[config.mk]
export PLATFORM = sky130hd
export DESIGN_NAME = idex_stage
export DESIGN_NICKNAME = d
export VERILOG_FILES = /design/src/rtl/idex_stage_pkg.sv /design/src/rtl/idex_slot.sv /design/src/rtl/idex_stage.sv
export SDC_FILE = /design/constraint.sdc
export NUM_CORES = 1
export LEC_CHECK = 0
export CAP_MARGIN = 0
export CORE_AREA = 2 2 266 268
export CTS_BUF_LIST = sky130_fd_sc_hd__clkbuf_4 sky130_fd_sc_hd__clkbuf_8
export DETAILED_ROUTE_END_ITERATION = 16
export DIE_AREA = 0 0 268 270
export GPL_ROUTABILITY_DRIVEN = 0
export PLACE_DENSITY = 0.73
export SLEW_MARGIN = 30
export SYNTH_ARGS = -nofsm -noshare
export SYNTH_HDL_FRONTEND = slang
export SYNTH_SLANG_ARGS = --single-unit
[constraint.sdc]
create_clock -name clk -period 2.9 [get_ports clk]
set_input_delay 0.58 -clock clk [delete_from_list [all_inputs] [get_ports clk]]
set_output_delay 0.58 -clock clk [all_outputs]
set_load 0.02 [all_outputs]
[src/rtl/idex_stage_pkg.sv]
// Shared widths, operand-select encodings and source-match helper for the ID/EX stage.
package idex_stage_pkg;

  localparam int REG_BUS      = 64;
  localparam int ALUOP_LENGTH = 4;
  localparam int REG_ADDR_W   = 5;

  typedef enum logic [1:0] {
    OP1_SEL_RS1  = 2'b00,
    OP1_SEL_PC   = 2'b01,
    OP1_SEL_ZERO = 2'b10,
    OP1_SEL_RSVD = 2'b11
  } op1_sel_e;

  typedef enum logic [1:0] {
    OP2_SEL_RS2  = 2'b00,
    OP2_SEL_IMM  = 2'b01,
    OP2_SEL_FOUR = 2'b10,
    OP2_SEL_RSVD = 2'b11
  } op2_sel_e;

  // x0 never matches, so a write to rd 0 can never overwrite a source value.
  function automatic logic src_hit(
    input logic                  wen,
    input logic [REG_ADDR_W-1:0] rd,
    input logic [REG_ADDR_W-1:0] rs
  );
    return wen && (rd == rs) && (rs != '0);
  endfunction

endpackage

[src/rtl/idex_slot.sv]
// One micro-op entry with load/clear and write-back snooping on both sources.
module idex_slot
  import idex_stage_pkg::*;
#(
  parameter int XLEN      = REG_BUS,
  parameter int PAYLOAD_W = 1
) (
  input  logic                           clk,
  input  logic                           rst_n,
  input  logic                           i_load,
  input  logic                           i_clear,
  input  logic [PAYLOAD_W-1:0]           i_payload,
  input  logic [1:0][REG_ADDR_W-1:0]     i_rs,
  input  logic [1:0][XLEN-1:0]           i_rs_data,
  input  logic                           i_wb_wen,
  input  logic [REG_ADDR_W-1:0]          i_wb_rd,
  input  logic [XLEN-1:0]                i_wb_data,
  output logic                           o_valid,
  output logic [PAYLOAD_W-1:0]           o_payload,
  output logic [1:0][REG_ADDR_W-1:0]     o_rs,
  output logic [1:0][XLEN-1:0]           o_rs_data
);

  logic                       r_valid;
  logic [PAYLOAD_W-1:0]       r_payload;
  logic [1:0][REG_ADDR_W-1:0] r_rs;

  always_ff @(posedge clk or negedge rst_n) begin
    if (!rst_n) begin
      r_valid   <= 1'b0;
      r_payload <= '0;
      r_rs      <= '0;
    end else begin
      if (i_clear)
        r_valid <= 1'b0;
      else if (i_load)
        r_valid <= 1'b1;
      if (i_load) begin
        r_payload <= i_payload;
        r_rs      <= i_rs;
      end
    end
  end

  genvar gi;
  generate
    for (gi = 0; gi < 2; gi++) begin : g_src
      logic [REG_ADDR_W-1:0] w_rs;
      logic [XLEN-1:0]       w_data;
      logic [XLEN-1:0]       r_data;

      // Snoop applies to whatever is being written, so loads capture forwarded data too.
      assign w_rs   = i_load ? i_rs[gi]      : r_rs[gi];
      assign w_data = i_load ? i_rs_data[gi] : r_data;

      always_ff @(posedge clk or negedge rst_n) begin
        if (!rst_n)
          r_data <= '0;
        else if (src_hit(i_wb_wen, i_wb_rd, w_rs))
          r_data <= i_wb_data;
        else
          r_data <= w_data;
      end

      assign o_rs_data[gi] = r_data;
    end
  endgenerate

  assign o_valid   = r_valid;
  assign o_payload = r_payload;
  assign o_rs      = r_rs;

endmodule

[src/rtl/idex_stage.sv]
// Decode-to-execute stage: 2-entry skid buffer, write-back snoop and MEM bypass into ALU operands.
module idex_stage
  import idex_stage_pkg::*;
#(
  parameter int XLEN    = REG_BUS,
  parameter int ALUOP_W = ALUOP_LENGTH
) (
  input  logic                  clk,
  input  logic                  rst_n,
  input  logic                  in_valid_i_idex,
  output logic                  in_ready_o_idex,
  input  logic [XLEN-1:0]       pc_i_idex,
  input  logic [REG_ADDR_W-1:0] rs1_i_idex,
  input  logic [REG_ADDR_W-1:0] rs2_i_idex,
  input  logic [XLEN-1:0]       rs1_data_i_idex,
  input  logic [XLEN-1:0]       rs2_data_i_idex,
  input  logic [XLEN-1:0]       imm_i_idex,
  input  logic [ALUOP_W-1:0]    aluop_i_idex,
  input  logic [1:0]            op1_sel_i_idex,
  input  logic [1:0]            op2_sel_i_idex,
  input  logic [REG_ADDR_W-1:0] rd_i_idex,
  input  logic                  rd_wen_i_idex,
  input  logic                  flush_i_idex,
  input  logic                  mem_wen_i_idex,
  input  logic [REG_ADDR_W-1:0] mem_rd_i_idex,
  input  logic [XLEN-1:0]       mem_data_i_idex,
  input  logic                  wb_wen_i_idex,
  input  logic [REG_ADDR_W-1:0] wb_rd_i_idex,
  input  logic [XLEN-1:0]       wb_data_i_idex,
  output logic                  out_valid_o_idex,
  input  logic                  out_ready_i_idex,
  output logic [ALUOP_W-1:0]    aluop_o_idex,
  output logic [XLEN-1:0]       op1_o_idex,
  output logic [XLEN-1:0]       op2_o_idex,
  output logic [XLEN-1:0]       store_data_o_idex,
  output logic [XLEN-1:0]       pc_o_idex,
  output logic [REG_ADDR_W-1:0] rd_o_idex,
  output logic                  rd_wen_o_idex
);

  localparam int PAYLOAD_W = 2*XLEN + ALUOP_W + 2 + 2 + REG_ADDR_W + 1;

  logic                       r_in_ready;
  logic                       w_accept, w_pop, w_h_from_s;
  logic                       w_h_load, w_h_clear, w_s_load, w_s_clear;

  logic [PAYLOAD_W-1:0]       w_in_payload, w_h_in_payload;
  logic [1:0][REG_ADDR_W-1:0] w_in_rs, w_h_in_rs;
  logic [1:0][XLEN-1:0]       w_in_rs_data, w_h_in_rs_data;

  logic                       w_h_valid, w_s_valid;
  logic [PAYLOAD_W-1:0]       w_h_payload, w_s_payload;
  logic [1:0][REG_ADDR_W-1:0] w_h_rs, w_s_rs;
  logic [1:0][XLEN-1:0]       w_h_rs_data, w_s_rs_data;

  logic [XLEN-1:0]            w_h_pc, w_h_imm;
  logic [ALUOP_W-1:0]         w_h_aluop;
  logic [1:0]                 w_h_op1_sel, w_h_op2_sel;
  logic [REG_ADDR_W-1:0]      w_h_rd;
  logic                       w_h_rd_wen;
  logic [1:0][XLEN-1:0]       w_src;

  assign w_accept   = in_valid_i_idex & r_in_ready;
  assign w_pop      = w_h_valid & out_ready_i_idex;
  assign w_h_from_s = w_pop & w_s_valid;

  // in_ready is low whenever S is valid, so an accept never coincides with an S->H move.
  assign w_h_load  = ~flush_i_idex & (w_h_from_s | (w_accept & (~w_h_valid | w_pop)));
  assign w_s_load  = ~flush_i_idex & w_accept & w_h_valid & ~w_pop;
  assign w_h_clear = flush_i_idex | (w_pop & ~w_h_load);
  assign w_s_clear = flush_i_idex | w_h_from_s;

  always_ff @(posedge clk or negedge rst_n) begin
    if (!rst_n)
      r_in_ready <= 1'b1;
    else if (w_s_clear)
      r_in_ready <= 1'b1;
    else if (w_s_load)
      r_in_ready <= 1'b0;
  end

  assign w_in_payload = {pc_i_idex, imm_i_idex, aluop_i_idex, op1_sel_i_idex,
                         op2_sel_i_idex, rd_i_idex, rd_wen_i_idex};
  assign w_in_rs      = {rs2_i_idex, rs1_i_idex};
  assign w_in_rs_data = {rs2_data_i_idex, rs1_data_i_idex};

  assign w_h_in_payload = w_h_from_s ? w_s_payload : w_in_payload;
  assign w_h_in_rs      = w_h_from_s ? w_s_rs      : w_in_rs;
  assign w_h_in_rs_data = w_h_from_s ? w_s_rs_data : w_in_rs_data;

  idex_slot #(.XLEN(XLEN), .PAYLOAD_W(PAYLOAD_W)) u_head (
    .clk       (clk),
    .rst_n     (rst_n),
    .i_load    (w_h_load),
    .i_clear   (w_h_clear),
    .i_payload (w_h_in_payload),
    .i_rs      (w_h_in_rs),
    .i_rs_data (w_h_in_rs_data),
    .i_wb_wen  (wb_wen_i_idex),
    .i_wb_rd   (wb_rd_i_idex),
    .i_wb_data (wb_data_i_idex),
    .o_valid   (w_h_valid),
    .o_payload (w_h_payload),
    .o_rs      (w_h_rs),
    .o_rs_data (w_h_rs_data)
  );

  idex_slot #(.XLEN(XLEN), .PAYLOAD_W(PAYLOAD_W)) u_skid (
    .clk       (clk),
    .rst_n     (rst_n),
    .i_load    (w_s_load),
    .i_clear   (w_s_clear),
    .i_payload (w_in_payload),
    .i_rs      (w_in_rs),
    .i_rs_data (w_in_rs_data),
    .i_wb_wen  (wb_wen_i_idex),
    .i_wb_rd   (wb_rd_i_idex),
    .i_wb_data (wb_data_i_idex),
    .o_valid   (w_s_valid),
    .o_payload (w_s_payload),
    .o_rs      (w_s_rs),
    .o_rs_data (w_s_rs_data)
  );

  assign {w_h_pc, w_h_imm, w_h_aluop, w_h_op1_sel, w_h_op2_sel, w_h_rd, w_h_rd_wen} = w_h_payload;

  genvar gi;
  generate
    for (gi = 0; gi < 2; gi++) begin : g_bypass
      assign w_src[gi] = src_hit(mem_wen_i_idex, mem_rd_i_idex, w_h_rs[gi]) ?
                         mem_data_i_idex : w_h_rs_data[gi];
    end
  endgenerate

  always_comb begin
    op1_o_idex = '0;
    case (op1_sel_e'(w_h_op1_sel))
      OP1_SEL_RS1: op1_o_idex = w_src[0];
      OP1_SEL_PC:  op1_o_idex = w_h_pc;
      default:     op1_o_idex = '0;
    endcase
  end

  always_comb begin
    op2_o_idex = '0;
    case (op2_sel_e'(w_h_op2_sel))
      OP2_SEL_RS2:  op2_o_idex = w_src[1];
      OP2_SEL_IMM:  op2_o_idex = w_h_imm;
      OP2_SEL_FOUR: op2_o_idex = XLEN'(4);
      default:      op2_o_idex = '0;
    endcase
  end

  assign in_ready_o_idex   = r_in_ready;
  assign out_valid_o_idex  = w_h_valid;
  assign aluop_o_idex      = w_h_aluop;
  assign store_data_o_idex = w_src[1];
  assign pc_o_idex         = w_h_pc;
  assign rd_o_idex         = w_h_rd;
  assign rd_wen_o_idex     = w_h_valid & w_h_rd_wen;

endmodule

==> results <==
## cells by family after synthesis
group / after synthesis
and+or+nand+nor: 1813
AOI/OAI and AO/OA: 455
muxes: 401
buffers and inverters: 358
xor gates and xnor gates: 17
DFF: 563
## area by class of cell
class                           instances  area, µm²  area share [%]
Multi-Input combinational cell       2686      16090           37.03
Sequential cell                       563      14100           32.44
Timing Repair Buffer                  948       9803           22.56
Clock buffer                          160       1996           4.593
Tap cell                              940       1176           2.707
Clock inverter                         14      142.6          0.3282
Antenna cell                           32      80.08          0.1843
Inverter                               16      65.06          0.1497
## registers in the layout (all words and copies together) (netlist names)
name                 count
in_ready_o_idex          1
u_head.g_src.r_data    128
u_head.o_payload       142
u_head.o_rs             10
u_head.o_valid           1
u_skid.g_src.r_data    128
u_skid.o_payload       142
u_skid.o_rs             10
u_skid.o_valid           1
## path summary, 6_finish.rpt
path | start | endpoint | slack (ns)
max | u_head.o_rs[5] | op2_o_idex[32] | -0.61
min | pc_i_idex[54] | u_skid.o_payload[132] | 0.43
max reg2reg | u_head.o_valid | u_head.g_src[0].r_data[25] | 0.11
min reg2reg | u_skid.o_payload[72] | u_skid.o_payload[72] | 0.47
max in group asynchronous | rst_n | u_head.g_src[1].r_data[4] | 1.48
min in group asynchronous | rst_n | u_skid.g_src[1].r_data[17] | 0.45
## stage by stage
step / hold WS [ns] / utilization [%] / TNS (ns) / instance area, µm²
4_1_cts: 0.3562 / 61.06 / -94.99 / 42460
6_report: 0.4281 / 62.49 / -85.40 / 43450
5_1_grt: 0.4045 / 62.47 / -101.49 / 43440
2_1_floorplan: 0.2844 / - / 0 / 31250
3_3_place_gp: 0.4568 / 57.09 / -287.24 / 39700
3_5_place_dp: 0.4616 / 57.09 / -289.03 / 39700
## worst min-delay path: cells and delay by family
| kind | cells | cell delay (ns) |
|---|---|---|
| buffers and inverters | 1 | 0.42 |
| and+or+nand+nor | 2 | 0.10 |
## power breakdown
group          switching [W]  internal [W]
clock network        0.00344       0.00452
logic                0.00466       0.00487
registers            0.00150       0.00988
## Yosys cell counts, drive strengths merged, types with 16 or more instances
library cell | number | area share, %
a211oi | 67 | 1.6
a31oi | 274 | 5.5
buf | 147 | 3.2
clkbuf | 195 | 2.4
dfrtp | 562 | 45
inv | 16 | 0.19
mux2 | 322 | 12
mux2i | 79 | 2.6
nand2 | 1368 | 17
nand2b | 64 | 1.3
nor2 | 339 | 4.1
o211a | 65 | 2.1
o21ai | 17 | 0.27
## cells in the final DEF, fill, tap and decap left out, drive strengths merged, types with 2 or more instances in the layout
| cell type | netlist | routed |
|---|---|---|
| nand2 | 1368 | 1368 |
| dfrtp | 562 | 562 |
| clkdlybuf4s50 | 0 | 496 |
| buf | 147 | 435 |
| nor2 | 339 | 339 |
| mux2 | 322 | 322 |
| a31oi | 274 | 274 |
| clkbuf | 195 | 172 |
| mux2i | 79 | 79 |
| a211oi | 67 | 67 |
| o211a | 65 | 65 |
| nand2b | 64 | 64 |
| diode | 0 | 32 |
| inv | 16 | 20 |
| o21ai | 17 | 17 |
| nand3 | 13 | 13 |
| xnor2 | 12 | 12 |
| a21oi | 10 | 10 |
| clkinv | 0 | 8 |
| nor3 | 7 | 7 |
| xor2 | 5 | 5 |
| nor4 | 5 | 5 |
| and3 | 5 | 5 |
| o31ai | 4 | 4 |
| and2 | 3 | 3 |
| a21boi | 3 | 3 |
| dlygate4sd2 | 0 | 3 |
| nand4 | 3 | 3 |
| nand4b | 2 | 2 |
| a211o | 2 | 2 |
| bufinv | 0 | 2 |
| and4b | 2 | 2 |
## metal layers
metal  vias up  GRT usage [%]  share of wire (%)
met4        12          18.19                5.6
met2      1350          50.75                 47
met5         -              0              0.064
met1     14580          39.95                 39
li1      13430              -                  -
met3       325          7.567                8.4
## timing repair
item / 4_1_cts / 5_1_grt
pin swaps: 33 / 49
hold buffers: 1 / 0
buffers inserted: 33 / 29
endpoints found under the setup margin: 192 / 293
hold endpoints to repair: 41 / 0
cloned: 13 / 2
resized for setup: 759 / 410
==> flow_summary.toml <==
[placement]
dpl.cell_count = 5087
placement.io_buffers = 692
pre_cts_slack_ns = -1.074
dp.final_hpwl_um = 79590

[flow_run]
cap_violations = 0

[min_path]
min_delay_path_depth = 3
worstHoldPathType = "in2reg"

[yosys]
synth-main-ff-cell = "sky130_fd_sc_hd__dfrtp_1"
seq_area_frac_synth_pct = 45.53
synthesis.area_per_instance_um2 = 8.579
compound_gate_fraction_of_synth_area_pct = 10.33
mux_contribution_to_synthesized_area_pct = 15.00
netlist-cell-type-count = 55
yosys.area_share.xor_xnor_pct = 0.4812
synth_area_mm2 = 0.03094
synth-simple-area-share_pct = 22.91
fraction_of_the_mapped_netlist_area_in_adder_cells_pct = 0
yosys_register_bits = 563
synth_top_family_by_area = "simple AND/OR/NAND/NOR gates"
mappedNetlistNets = 4032
async_flop_share_pct = 100.0
synth-warning-count = 0
edff_count_synth = 0
synthesis.instances = 3607

[timing]
timing.clock.skew_ns = 0.05804
setup_viol = 192
worstMarginPinSlew_ns = 0.8957
hold_viol = 0
grt_setup_unrepaired = "true"
fin_ws_ns = -0.6083
max_freq_mhz = 285.0
time_the_worst_path_needs_with_i_o_delays_and_setup_ns = 3.508
finalMaxSlewViolations = 0
relSlewSlack_pct = 40.28
period_share_pct = 121.0

[cells_and_area]
finish.net_count = 4737
area_growth_syn_to_layout_pct = 40.43
nFillCells = 5711
post_route_cells_drive_above_1_share_pct = 21.70
instances_no_fill = 5359

[setup_path]
timing.critical_path.slowest_cell_delay_ns = 0.42
r2r.worst_path.cells = 8
timing.critical_path.to_type = "primary output"
startpoint_type = "flop"
crit_path_slowest_cell = "sky130_fd_sc_hd__dfrtp_2"
timing.critical_path.fanout_max = 5
path_depth = 10
crit_chain = "nor4_2, nor3_2, a21oi_2, nor3_4, buf_12, buf_12, buf_16, mux2_4, o211a_1, buf_6"
worst_path_most_repeated_cell = "sky130_fd_sc_hd__buf_12"
critPathBufInv = 4
setup.worst_path.class = "reg2out"
critical_path_arrival_ns = 2.93
crit_family = "buffers and inverters"
crit_required_ns = 2.32

[clock_network]
clock_tree.htree_level_count = 3
numCtsBuffers = 97
ctsRootBufferMaster = "sky130_fd_sc_hd__clkbuf_8"
cts.sink_count = 563
clkLatencyLatePin_ns = 0.71
clkSlewWorstSetupHoldPaths_ns = 0.06
cts_max_path_buffers = 3
cts_tree = "yes"

[floorplanning]
row_count = 97
fp.dieH_um = 270
initial_core_util_pct = 44.50
core-area_mm2 = 0.06954
floorplan.die.width_um = 268
die_area_mm2 = 0.07236
floorplan.io_pins = 693

[status]
failed_checks = "negative setup slack"
status = "complete, but fails checks"

[drt]
detail_route.iter0.violations = 2884
routed_wl_um = 120400
drcViolationCount = 0
postRouteAntennaNets = 0
dr_total_vias = 29690
drt-wirelength-per-cell_um = 22.47
viasPerCell = 5.541
first_pass_iters = 6

[grt]
antenna_violations_before_repair = 39
first_global_vias = 28760
grt_pass1_wl_um = 177200
grt_overflow_total = 0
grt_start_max_net_pins = 139
gr-usage-all-layers_pct = 32.00

[power_and_ir_drop]
total_power_w = 0.02886
power.static_leakage_nw = 20.25
power-per-cell-area_mw_per_mm2 = 664.2
ir_drop_mv = 0.3496
(Power assumes the default switching activity.)
